**config.mk**
```make
export PLATFORM = sky130hd
export DESIGN_NAME = calc_alu_sequencer
export DESIGN_NICKNAME = d
export VERILOG_FILES = /design/src/rtl/calc_pkg.sv /design/src/rtl/calc_range_chk.sv /design/src/rtl/calc_alu_sequencer.sv
export SDC_FILE = /design/constraint.sdc
export NUM_CORES = 1
export LEC_CHECK = 0
export BUFFER_PORTS_ARGS = -buffer_cell sky130_fd_sc_hd__buf_2
export CORE_MARGIN = 10
export CORE_UTILIZATION = 55
export CTS_CLUSTER_SIZE = 16
export DETAILED_ROUTE_END_ITERATION = 10
export GPL_ROUTABILITY_DRIVEN = 0
export GPL_TIMING_DRIVEN = 1
export PLACE_DENSITY = 0.82
export SLEW_MARGIN = 40
export SYNTH_ARGS = -nofsm -noshare
export SYNTH_HDL_FRONTEND = slang
export SYNTH_SLANG_ARGS = --single-unit
```
**constraint.sdc**
```tcl
create_clock -name clk -period 4.8 [get_ports clk]
set_input_delay 0.48 -clock clk [delete_from_list [all_inputs] [get_ports clk]]
set_output_delay 0.48 -clock clk [all_outputs]
set_load 0.05 [all_outputs]
```
**src/rtl/calc_pkg.sv**
```systemverilog
// Shared constants and types for the calculator datapath: opcodes, error codes,
// operand limits and the ALU sequencer state encoding.
package calc_pkg;

  localparam int unsigned W    = 28;
  localparam int          MAXV = 99_999_999;

  localparam logic [1:0] OP_ADD = 2'b00;
  localparam logic [1:0] OP_SUB = 2'b01;
  localparam logic [1:0] OP_CHS = 2'b10;
  localparam logic [1:0] OP_RSV = 2'b11;

  localparam logic [1:0] ERR_NONE = 2'b00;
  localparam logic [1:0] ERR_OPND = 2'b01;
  localparam logic [1:0] ERR_TMO  = 2'b10;

  typedef enum logic [2:0] {
    StIdle,
    StCheck,
    StIssue,
    StWait,
    StDone,
    StErr
  } state_e;

endpackage

```
**src/rtl/calc_range_chk.sv**
```systemverilog
// Combinational magnitude check of a signed W-bit value against +/-MAXV.
module calc_range_chk
  import calc_pkg::*;
#(
  parameter int unsigned W    = calc_pkg::W,
  parameter int          MAXV = calc_pkg::MAXV
) (
  input  logic [W-1:0] val,
  output logic         in_range
);

  // One extra bit so -MAXV and the most negative input compare without wrap.
  localparam logic signed [W:0] MaxS = (W + 1)'(MAXV);
  localparam logic signed [W:0] MinS = -MaxS;

  logic signed [W:0] val_s;

  always_comb begin
    val_s    = {val[W-1], val};
    in_range = (val_s <= MaxS) && (val_s >= MinS);
  end

endmodule

```
**src/rtl/calc_alu_sequencer.sv**
```systemverilog
// Sequences one add/sub/change-sign request through the shared signed adder,
// with operand range checking, response timeout and latched result/status.
module calc_alu_sequencer
  import calc_pkg::*;
#(
  parameter int          MAXV        = calc_pkg::MAXV,
  parameter int unsigned TIMEOUT_CYC = 16,
  parameter int unsigned W           = calc_pkg::W
) (
  input  logic         clk,
  input  logic         rst,
  input  logic         start,
  input  logic [1:0]   op,
  input  logic [W-1:0] a,
  input  logic [W-1:0] b,
  output logic         busy,
  output logic         done,
  output logic [W-1:0] res,
  output logic         ovf,
  output logic [1:0]   err,
  output logic [W-1:0] alu_n1,
  output logic [W-1:0] alu_n2,
  output logic         alu_valid_in,
  input  logic         alu_valid_out,
  input  logic         alu_ovf,
  input  logic [W-1:0] alu_d
);

  localparam int unsigned CntW = (TIMEOUT_CYC > 1) ? $clog2(TIMEOUT_CYC) : 1;
  localparam logic [CntW-1:0] TmoLast = CntW'(TIMEOUT_CYC - 1);

  state_e          state_q, state_d;
  logic [1:0]      op_q, op_d;
  logic [W-1:0]    a_q, a_d;
  logic [W-1:0]    b_q, b_d;
  logic [CntW-1:0] cnt_q, cnt_d;
  logic            busy_q, busy_d;
  logic            done_q, done_d;
  logic [W-1:0]    res_q, res_d;
  logic            ovf_q, ovf_d;
  logic [1:0]      err_q, err_d;
  logic [W-1:0]    n1_q, n1_d;
  logic [W-1:0]    n2_q, n2_d;
  logic            vin_q, vin_d;

  logic         a_ok, b_ok;
  logic [W-1:0] neg_a, neg_b;

  calc_range_chk #(
    .W    (W),
    .MAXV (MAXV)
  ) u_chk_a (
    .val      (a_q),
    .in_range (a_ok)
  );

  calc_range_chk #(
    .W    (W),
    .MAXV (MAXV)
  ) u_chk_b (
    .val      (b_q),
    .in_range (b_ok)
  );

  // Operands are range-checked before use, so these negations never overflow.
  assign neg_a = ~a_q + 1'b1;
  assign neg_b = ~b_q + 1'b1;

  always_comb begin
    state_d = state_q;
    op_d    = op_q;
    a_d     = a_q;
    b_d     = b_q;
    cnt_d   = cnt_q;
    res_d   = res_q;
    ovf_d   = ovf_q;
    err_d   = err_q;
    n1_d    = n1_q;
    n2_d    = n2_q;
    done_d  = 1'b0;
    vin_d   = 1'b0;

    case (state_q)
      StIdle: begin
        if (start) begin
          op_d    = op;
          a_d     = a;
          b_d     = b;
          res_d   = '0;
          ovf_d   = 1'b0;
          err_d   = ERR_NONE;
          state_d = StCheck;
        end
      end
      StCheck: begin
        if (!a_ok || (op_q != OP_CHS && !b_ok) || op_q == OP_RSV) begin
          err_d   = ERR_OPND;
          res_d   = '1;
          ovf_d   = 1'b0;
          done_d  = 1'b1;
          state_d = StErr;
        end else begin
          case (op_q)
            OP_SUB: begin
              n1_d = a_q;
              n2_d = neg_b;
            end
            OP_CHS: begin
              n1_d = '0;
              n2_d = neg_a;
            end
            default: begin
              n1_d = a_q;
              n2_d = b_q;
            end
          endcase
          vin_d   = 1'b1;
          state_d = StIssue;
        end
      end
      StIssue: begin
        cnt_d   = '0;
        state_d = StWait;
      end
      StWait: begin
        // A response in the expiry cycle still counts as success.
        if (alu_valid_out) begin
          ovf_d   = alu_ovf;
          res_d   = alu_ovf ? '1 : alu_d;
          done_d  = 1'b1;
          state_d = StDone;
        end else if (cnt_q == TmoLast) begin
          err_d   = ERR_TMO;
          res_d   = '1;
          ovf_d   = 1'b0;
          done_d  = 1'b1;
          state_d = StErr;
        end else begin
          cnt_d = cnt_q + 1'b1;
        end
      end
      StDone, StErr: begin
        state_d = StIdle;
      end
      default: begin
        state_d = StIdle;
      end
    endcase

    busy_d = (state_d != StIdle);
  end

  always_ff @(posedge clk or negedge rst) begin
    if (!rst) begin
      state_q <= StIdle;
      op_q    <= '0;
      a_q     <= '0;
      b_q     <= '0;
      cnt_q   <= '0;
      busy_q  <= 1'b0;
      done_q  <= 1'b0;
      res_q   <= '0;
      ovf_q   <= 1'b0;
      err_q   <= ERR_NONE;
      n1_q    <= '0;
      n2_q    <= '0;
      vin_q   <= 1'b0;
    end else begin
      state_q <= state_d;
      op_q    <= op_d;
      a_q     <= a_d;
      b_q     <= b_d;
      cnt_q   <= cnt_d;
      busy_q  <= busy_d;
      done_q  <= done_d;
      res_q   <= res_d;
      ovf_q   <= ovf_d;
      err_q   <= err_d;
      n1_q    <= n1_d;
      n2_q    <= n2_d;
      vin_q   <= vin_d;
    end
  end

  assign busy         = busy_q;
  assign done         = done_q;
  assign res          = res_q;
  assign ovf          = ovf_q;
  assign err          = err_q;
  assign alu_n1       = n1_q;
  assign alu_n2       = n2_q;
  assign alu_valid_in = vin_q;

endmodule

```
==> metrics.txt, run 1 <==
GRT Total Usage=0.2219; Clock Skew=0.01645 ns; asr flop ratio synth=1.000; area of the multi-input gates=4238 sq um; post-route core utilization=0.6650; RSZ-0062 raised after global routing=false; clock sinks=155; largest area contributor in the netlist=dfrtp_1; Synth area leaders=dfrtp_1, mux2_2, o21ai_0, nand2_1, nand3b_1; Filler cells=1220; HPWL Detailed=15.93 mm; clock root cell=clkbuf_16; number of global-route vias before repair=7182; Routed Antenna Nets=0; TritonCTS buffer count=17; Critical Path AT=3.87 ns; Longest Clk Path Bufs=2; setup TNS=0 ns; Final Cell Area=10030 sq um; critical path capture point type=register; Max-Cap Viols=0; post-synthesis cell area=8397 sq um; Post-DP Area=9405 sq um; Initial Util=0.5565; vias per cell=6.052; DIE AREA=20610 sq um; via total after detailed routing=7123; Final Hold Fails=0; remaining global-route overflow=0; Pre-antenna DRT Iters=5; hold buffer count at cts=0; worst endpoint required time=5.11 ns; Reg area=3879 sq um; # Post-CTS Setup Buffers=0; die height=143.6 um; worst-margin pin slew=0.7942 ns; number of enable flip-flop cells after synthesis=0; shortest period the worst path allows=3.562 ns; drt wl/cell=19.35 um; most frequent cell after synthesis=dfrtp_1; DRT iter0 DRCs=638; WS Path Type=reg -> reg; clock-pin slew on the worst setup and hold paths=0.06 ns; synth warn=0; crit share post-route=0.7420; # setup viols final=0; Synth Net Count=918; DRC Markers=0; width of the die=143.6 um; most common library cells after synthesis=dfrtp_1, mux2_2, nand2_1; # resized after CTS=0; first-pass GRT wire length=36.65 mm; clock latency on the worst-skew pair=0.44 ns; Max Clock Freq=280.8 MHz; Setup crit start kind=register; Core ar.=15090 sq um; run status=finished clean; top-area cell type share of the netlist area=0.4619; IO Pins=181; post-synthesis register bit count=155; Unique masters post-synth=67; Synth Flop Type=dfrtp_1; initial antenna violation count=1; # port buffers=180; pin count of the biggest net entering global routing=90; Seq/Total Area, Yosys=0.4619; CTS tree=built; CP Max Fanout=81; Pins Over Slew Limit=0; fin nets=1070; row cnt=45; Syn Inst Count=823; Area Overhead vs Synth=19.51%; Max-slew headroom=0.4705; Post-Syn Area per Cell=10.20 sq um; Hold Crit Class=in -> async; share of cells above drive strength 1=0.3441; final WL=22.78 mm; CTS H-tree lvls=4
==> path summary, 6_finish.rpt <==
path / startpoint / end / slack [ns] / cells after the start
setup / recovery: op_q[0]$_DFFE_PN0P_ / alu_n1[11]$_DFFE_PN0P_ / 1.24 / 9
hold / removal: rst / b_q[15]$_DFFE_PN0P_ / 0.10 / 1
setup reg to reg: op_q[0]$_DFFE_PN0P_ / alu_n1[11]$_DFFE_PN0P_ / 1.24 / 9
hold reg to reg: res[18]$_DFFE_PN0P_ / res[18]$_DFFE_PN0P_ / 0.49 / 2
max in group asynchronous: rst / res[5]$_DFFE_PN0P_ / 3.70 / 2
min in group clk: op[0] / op_q[0]$_DFFE_PN0P_ / 0.25 / 3
==> metrics by stage <==
step	std cells	setup WS (ns)	hold slack (ns)
2_1_floorplan	823	1.060	0.1844
3_3_place_gp	1143	1.399	0.4690
3_5_place_dp	1144	1.276	0.4739
4_1_cts	1176	1.262	0.1494
5_1_grt	1176	1.005	0.1374
6_report	1177	1.238	0.1005
==> worst max-delay path, cell delays in order, from the launching register on <==
cell and delay (ns):
dfrtp_1 0.38, inv_1 0.12, ha_4 0.66, nor3b_1 0.15, a221oi_1 0.28, o21ai_0 0.14
a211o_1 0.33, nor3_4 0.23, buf_4 0.66, mux2_2 0.41
==> cell usage in the layout, fill, tap and decap left out, types with 13 or more instances in the layout <==
| cell | n |
|---|---|
| clkbuf_16 | 17 |
| nand2_1 | 73 |
| dfrtp_1 | 155 |
| a21oi_1 | 23 |
| nor3_1 | 18 |
| inv_1 | 19 |
| buf_2 | 179 |
| nand3_1 | 13 |
| nor2b_1 | 40 |
| mux2_2 | 103 |
| mux2i_1 | 22 |
| nor2_1 | 27 |
| o21ai_0 | 69 |
| nand3b_1 | 34 |
==> layer usage <==
layer / part of all wire / global-route usage
met5: 0 / 0
met4: 0.024 / 0.09242
met3: 0.083 / 0.07360
met2: 0.48 / 0.3528
met1: 0.41 / 0.2711
==> kinds of logic after synthesis <==
kind of cell	after synthesis	share of synthesized area
buffers and inverters	76	0.03725
flip-flops	155	0.4619
XOR/XNOR	4	0.004173
multiplexers	125	0.1644
adder cells (fa/ha/maj)	4	0.005961
AO/OA/AOI/OAI	173	0.1338
AND/OR/NAND/NOR	286	0.1925
==> state kept, by name, summed over array words and instances, names as in the netlist <==
| name | count |
|---|---|
| a_q | 28 |
| alu_n1 | 28 |
| alu_n2 | 28 |
| b_q | 28 |
| res | 28 |
| cnt_q | 4 |
| state_q | 3 |
| err | 2 |
| op_q | 2 |
| alu_valid_in | 1 |
| busy | 1 |
| done | 1 |
| ovf | 1 |
==> layout make-up <==
type	count	area share
tap	188	0.02344
clock buffer	18	0.04377
multi-input combinational	592	0.4223
timing repair buffer	189	0.09776
inverter	20	0.007481
antenna	1	0.0002494
clock inverter	14	0.01845
sequential	155	0.3865
Power of run 1 is not shown: default switching activity piles up to over one toggle a cycle in this logic, so the estimate is an artifact.
==> inputs of run 2 (changes only) <==
--- a/config.mk
+++ b/config.mk
@@ -7,12 +7,12 @@
 export LEC_CHECK = 0
 export BUFFER_PORTS_ARGS = -buffer_cell sky130_fd_sc_hd__buf_2
 export CORE_MARGIN = 10
-export CORE_UTILIZATION = 55
+export CORE_UTILIZATION = 50
 export CTS_CLUSTER_SIZE = 16
 export DETAILED_ROUTE_END_ITERATION = 10
 export GPL_ROUTABILITY_DRIVEN = 0
 export GPL_TIMING_DRIVEN = 1
-export PLACE_DENSITY = 0.82
+export PLACE_DENSITY = 0.79
 export SLEW_MARGIN = 40
 export SYNTH_ARGS = -nofsm -noshare
 export SYNTH_HDL_FRONTEND = slang
==> constraint.sdc (replaced) <==
create_clock -name clk -period 3.1 [get_ports clk]
set_input_delay 0.31 -clock clk [delete_from_list [all_inputs] [get_ports clk]]
set_output_delay 0.31 -clock clk [all_outputs]
set_load 0.05 [all_outputs]
==> run 2 against run 1 <==
Critical path depth unchanged. Clock-buffer cell count fell by 1. Die area grew 8.6%. Via count rose by 1.5%. Cell count up 4.4%. Register-to-register slack worse by 1.0 ns.
==> metrics.txt, run 2 (same netlist as run 1, synthesis figures left out) <==
worst-margin pin slew=0.6754 ns (-0.1188 ns); shortest period the worst path allows=2.904 ns (-0.6572 ns); Routed Antenna Nets=0 (unchanged); Clock Skew=0.01447 ns (-0.001979 ns); ant diodes=0 (-1); CTS H-tree lvls=4 (unchanged); placed cells=1194 (+4.4%); Max Clock Freq=344.3 MHz (+23%); IO Pins=181 (unchanged); worst endpoint required time=3.42 ns (-1.69 ns); CP Cell Sequence=inv_1 > ha_4 > buf_4 > or4b_2 > o32a_1 > a21oi_1 > a31oi_1 > a221o_1 > mux2_2; crit share post-route=0.9369 (+0.1949); final WL=24.30 mm (+6.7%); die height=149.6 um (+4.2%); DRC Markers=0 (unchanged); row cnt=47 (+4.4%); width of the die=149.6 um (+4.2%); Pre-antenna DRT Iters=6 (+1); Core ar.=16520 sq um (+9.5%); Area Overhead vs Synth=22.71%; critical path capture point type=register; clock root cell=clkbuf_16; Filler cells=1350 (+11%); CTS tree=built; drt wl/cell=19.77 um (+2.2%); clock latency on the worst-skew pair=0.43 ns (about the same); clock sinks=155 (unchanged); Longest Clk Path Bufs=2 (unchanged); number of global-route vias before repair=7246 (+0.89%); most frequent cells in the layout=buf_2, dfrtp_1, mux2_2; CP top delay family=compound AO/OA/AOI/OAI gates; RSZ-0062 raised after global routing=false; CP Buf/Inv Count=2 (unchanged); area of the multi-input gates=4272 sq um (+0.80%); TritonCTS buffer count=17 (unchanged); fin worst setup slack=0.1957 ns (-1.043 ns); CP Max Fanout=16 (-80%); Largest stage delay, worst path=0.64 ns (-0.02 ns); share of cells above drive strength 1=0.3617 (+0.01761); GRT Total Usage=0.2153 (-0.006509); first-pass GRT wire length=38.78 mm (+5.8%); pre-CTS WS=-0.006534 ns (-1.282 ns); # setup viols final=0 (unchanged); vias per cell=5.880 (-2.8%); Slowest cell on crit path=or4b_2; Hold Crit Class=in -> reg; pin count of the biggest net entering global routing=67 (-26%); initial antenna violation count=0 (-1); run status=finished clean; Critical Path AT=3.22 ns (-0.65 ns); Layout Cells excl Fill=1229 (+4.4%); Pins Over Slew Limit=0 (unchanged); remaining global-route overflow=0 (unchanged); Max-slew headroom=0.5478 (+0.07724); Reg area=3879 sq um (unchanged); fin nets=1091 (+2.0%); # port buffers=180 (unchanged); Initial Util=0.5081 (-0.04833); DIE AREA=22380 sq um (+8.6%); Final Hold Fails=0 (unchanged); clock-pin slew on the worst setup and hold paths=0.07 ns (about the same); commonest non-fill, non-tap cell in the layout=buf_2; DRT iter0 DRCs=622 (-2.5%); Max-Cap Viols=0 (unchanged); via total after detailed routing=7227 (+1.5%); HPWL Detailed=17.55 mm (+10%); Setup crit start kind=register; WS Path Type=reg -> reg
[run 2: per-stage QoR]
stage	instance area, sq um	setup TNS, ns	hold WS, ns	utilization
4_1_cts	10260	0	0.06329	0.6211
5_1_grt	10300	0	0.09308	0.6235
2_1_floorplan	8462	-0.05458	0.01441	-
3_5_place_dp	9651	-0.006534	0.3173	0.5840
6_report	10300	0	0.07614	0.6235
3_3_place_gp	9642	0	0.3203	0.5835
[run 2: worst paths after layout]
check	startpoint	endpoint	slack, ns	depth (start not counted)
max	op_q[0]$_DFFE_PN0P_	alu_n2[27]$_DFFE_PN0P_	0.20	9
min	b[19]	b_q[19]$_DFFE_PN0P_	0.08	3
max reg2reg	op_q[0]$_DFFE_PN0P_	alu_n2[27]$_DFFE_PN0P_	0.20	9
min reg2reg	res[0]$_DFFE_PN0P_	res[0]$_DFFE_PN0P_	0.49	2
max in group asynchronous	rst	b_q[22]$_DFFE_PN0P_	1.86	3
min in group asynchronous	rst	alu_n2[5]$_DFFE_PN0P_	0.40	2
[run 2: cell type report]
type / instances / area share
multi-input cells: 592 / 0.4146
flip-flops and latches: 155 / 0.3764
inverters: 20 / 0.007286
clock buffers: 17 / 0.04129
clock inverters: 15 / 0.01712
repair buffers: 210 / 0.1166
well taps: 220 / 0.02672
[run 2: worst register-to-register path: stages, from the launching register on]
cell	delay [ns]
dfrtp_1	0.39
inv_1	0.12
ha_4	0.28
buf_4	0.26
or4b_2	0.64
o32a_1	0.29
a21oi_1	0.20
a31oi_1	0.10
a221o_1	0.27
mux2_2	0.26
[run 2: what timing repair did]
item	in CTS	in global routing
endpoints found under the setup margin	1	13
setup buffers	0	2
pin swaps	0	1
hold buffers	1	0
endpoints found under the hold margin	58	0
gates resized for setup	1	3
[run 2: routing by layer]
layer | up-vias | GRT usage | wire, um
met1 | 3547 | 0.2751 | 10140
li1 | 3348 | - | -
met3 | 36 | 0.05284 | 1692
met5 | - | 0 | 0
met4 | 0 | 0.07458 | 584
met2 | 296 | 0.3485 | 11880
Power of run 2 is left out for the same reason.
==> inputs of run 3 (changes only) <==
--- a/config.mk
+++ b/config.mk
@@ -12,6 +12,7 @@
 export DETAILED_ROUTE_END_ITERATION = 10
 export GPL_ROUTABILITY_DRIVEN = 0
 export GPL_TIMING_DRIVEN = 1
+export MAX_ROUTING_LAYER = met4
 export PLACE_DENSITY = 0.79
 export SLEW_MARGIN = 40
 export SYNTH_ARGS = -nofsm -noshare
==> run 3 against run 2 <==
Clock-buffer cell count stayed put. Clock skew is 0.00076 ns higher. Register-to-register slack worse by 0.03 ns. Setup slack worse by 0.028 ns. Die area stayed put. Global-route usage is 0.65 points higher. Via count is 0.44% higher. Final area stayed put. Sequential share of layout area stayed put. Critical path type unchanged. Worst hold slack better by 0.0016 ns. Critical path depth stayed put. Highest routed layer unchanged. Fmax is 0.95% lower.
==> metrics.txt, run 3 (same netlist as run 1, synthesis figures left out) <==
run status=finished clean; worst-margin pin slew=0.6851 ns (+0.009741 ns); most frequent cells in the layout=buf_2, dfrtp_1, mux2_2; Pre-antenna DRT Iters=5 (-1); final WL=24.32 mm (about the same); Initial Util=0.5081 (unchanged); Worst Hold Depth=3 (unchanged); width of the die=149.6 um (unchanged); # setup viols final=0 (unchanged); shortest period the worst path allows=2.932 ns (+0.02791 ns); clock root cell=clkbuf_16; DRC Markers=0 (unchanged); HPWL Detailed=17.55 mm (unchanged); TritonCTS buffer count=17 (unchanged); row cnt=47 (unchanged); CTS tree=built; ant diodes=0 (unchanged); die height=149.6 um (unchanged); critical path capture point type=register; Hold Crit Class=in -> reg; commonest non-fill, non-tap cell in the layout=buf_2; Longest Clk Path Bufs=2 (unchanged); Max-slew headroom=0.5413 (-0.006523); Area Overhead vs Synth=22.71% (unchanged); Max Clock Freq=341.0 MHz (-0.95%); GRT Total Usage=0.2219 (+0.006511); first-pass GRT wire length=38.79 mm (about the same); Final Hold Fails=0 (unchanged); DRT iter0 DRCs=641 (+3.1%); # port buffers=180 (unchanged); Max-Cap Viols=0 (unchanged); Critical Path AT=3.31 ns (+0.09 ns); vias per cell=5.906 (+0.44%); CTS H-tree lvls=4 (unchanged); fin nets=1091 (unchanged); Routed Antenna Nets=0 (unchanged); via total after detailed routing=7259 (+0.44%); Pins Over Slew Limit=0 (unchanged); clock latency on the worst-skew pair=0.43 ns (about the same); Setup crit start kind=register; Core ar.=16520 sq um (unchanged); clock-pin slew on the worst setup and hold paths=0.07 ns (about the same); initial antenna violation count=0 (unchanged); share of cells above drive strength 1=0.3617 (unchanged); number of global-route vias before repair=7244 (-0.028%); remaining global-route overflow=0 (unchanged); worst endpoint required time=3.48 ns (+0.06 ns); IO Pins=181 (unchanged); DIE AREA=22380 sq um (unchanged); RSZ-0062 raised after global routing=false; drt wl/cell=19.79 um (about the same); clock sinks=155 (unchanged); pin count of the biggest net entering global routing=67 (unchanged); post-route core utilization=0.6235 (unchanged); CP Max Fanout=15 (-1); worst r2r path cells=9 (unchanged); WS Path Type=reg -> reg; crit share post-route=0.9459 (+0.009005); Clock Skew=0.01523 ns (+0.0007617 ns)
==> run 3: cell counts in the layout (fill, tap and decap cells not counted) <==
No cell type changed its count.
==> run 3: metrics by stage <==
| stage | hold slack (ns) | setup WS [ns] | area (sq um) | setup TNS (ns) | std cells |
|---|---|---|---|---|---|
| after CTS | 0.06329 | 0.05884 | 10260 | 0 | 1227 |
| after global routing | 0.09289 | 0.07216 | 10300 | 0 | 1229 |
| after floorplan | 0.01441 | -0.05458 | 8462 | -0.05458 | 823 |
| after global placement | 0.3203 | 0.09052 | 9642 | 0 | 1193 |
| after detailed placement | 0.3173 | -0.006534 | 9651 | -0.006534 | 1194 |
| final | 0.07769 | 0.1678 | 10300 | 0 | 1229 |
==> run 3: metal layers <==
| metal | GRT usage | vias up | wire length, um |
|---|---|---|---|
| met2 | 0.3479 | 315 | 11830 |
| met4 | 0.08047 | 0 | 669 |
| met5 | - | - | 0 |
| li1 | - | 3355 | - |
| met3 | 0.04287 | 48 | 1628 |
| met1 | 0.2803 | 3541 | 10190 |
==> run 3: what timing repair did <==
| item | in CTS | in global routing |
|---|---|---|
| setup endpoints to repair | 1 | 13 |
| hold buffers | 1 | 0 |
| endpoints found under the hold margin | 58 | 0 |
| resized for setup | 1 | 3 |
| pin swaps | 0 | 1 |
| buffers inserted | 0 | 2 |
==> run 3: layout make-up <==
class	count	area [sq um]
inverters	20	75.07
flip-flops and latches	155	3879
repair buffers	210	1201
multi-input cells	592	4272
clock inverters	15	176.4
well taps	220	275.3
fillers	1350	6221
clock buffers	17	425.4
==> run 3: worst max-delay path, cell delays in order (launching register included) <==
cell and delay, ns:
dfrtp_1 0.39, inv_1 0.12, ha_4 0.28, mux2i_1 0.29
ha_2 0.30, o211ai_1 0.30, nor3_1 0.35, mux2_2 0.37
a221oi_1 0.26, mux2_2 0.21
==> run 3: worst paths after layout <==
check	slack, ns	startpoint	end
min in group asynchronous	0.41	rst	alu_n2[5]$_DFFE_PN0P_
setup reg to reg	0.17	op_q[0]$_DFFE_PN0P_	alu_n2[8]$_DFFE_PN0P_
hold / removal	0.08	b[19]	b_q[19]$_DFFE_PN0P_
setup / recovery	0.17	op_q[0]$_DFFE_PN0P_	alu_n2[8]$_DFFE_PN0P_
hold reg to reg	0.49	res[0]$_DFFE_PN0P_	res[0]$_DFFE_PN0P_
max in group asynchronous	1.86	rst	alu_n2[22]$_DFFE_PN0P_
Power of run 3 is left out for the same reason.
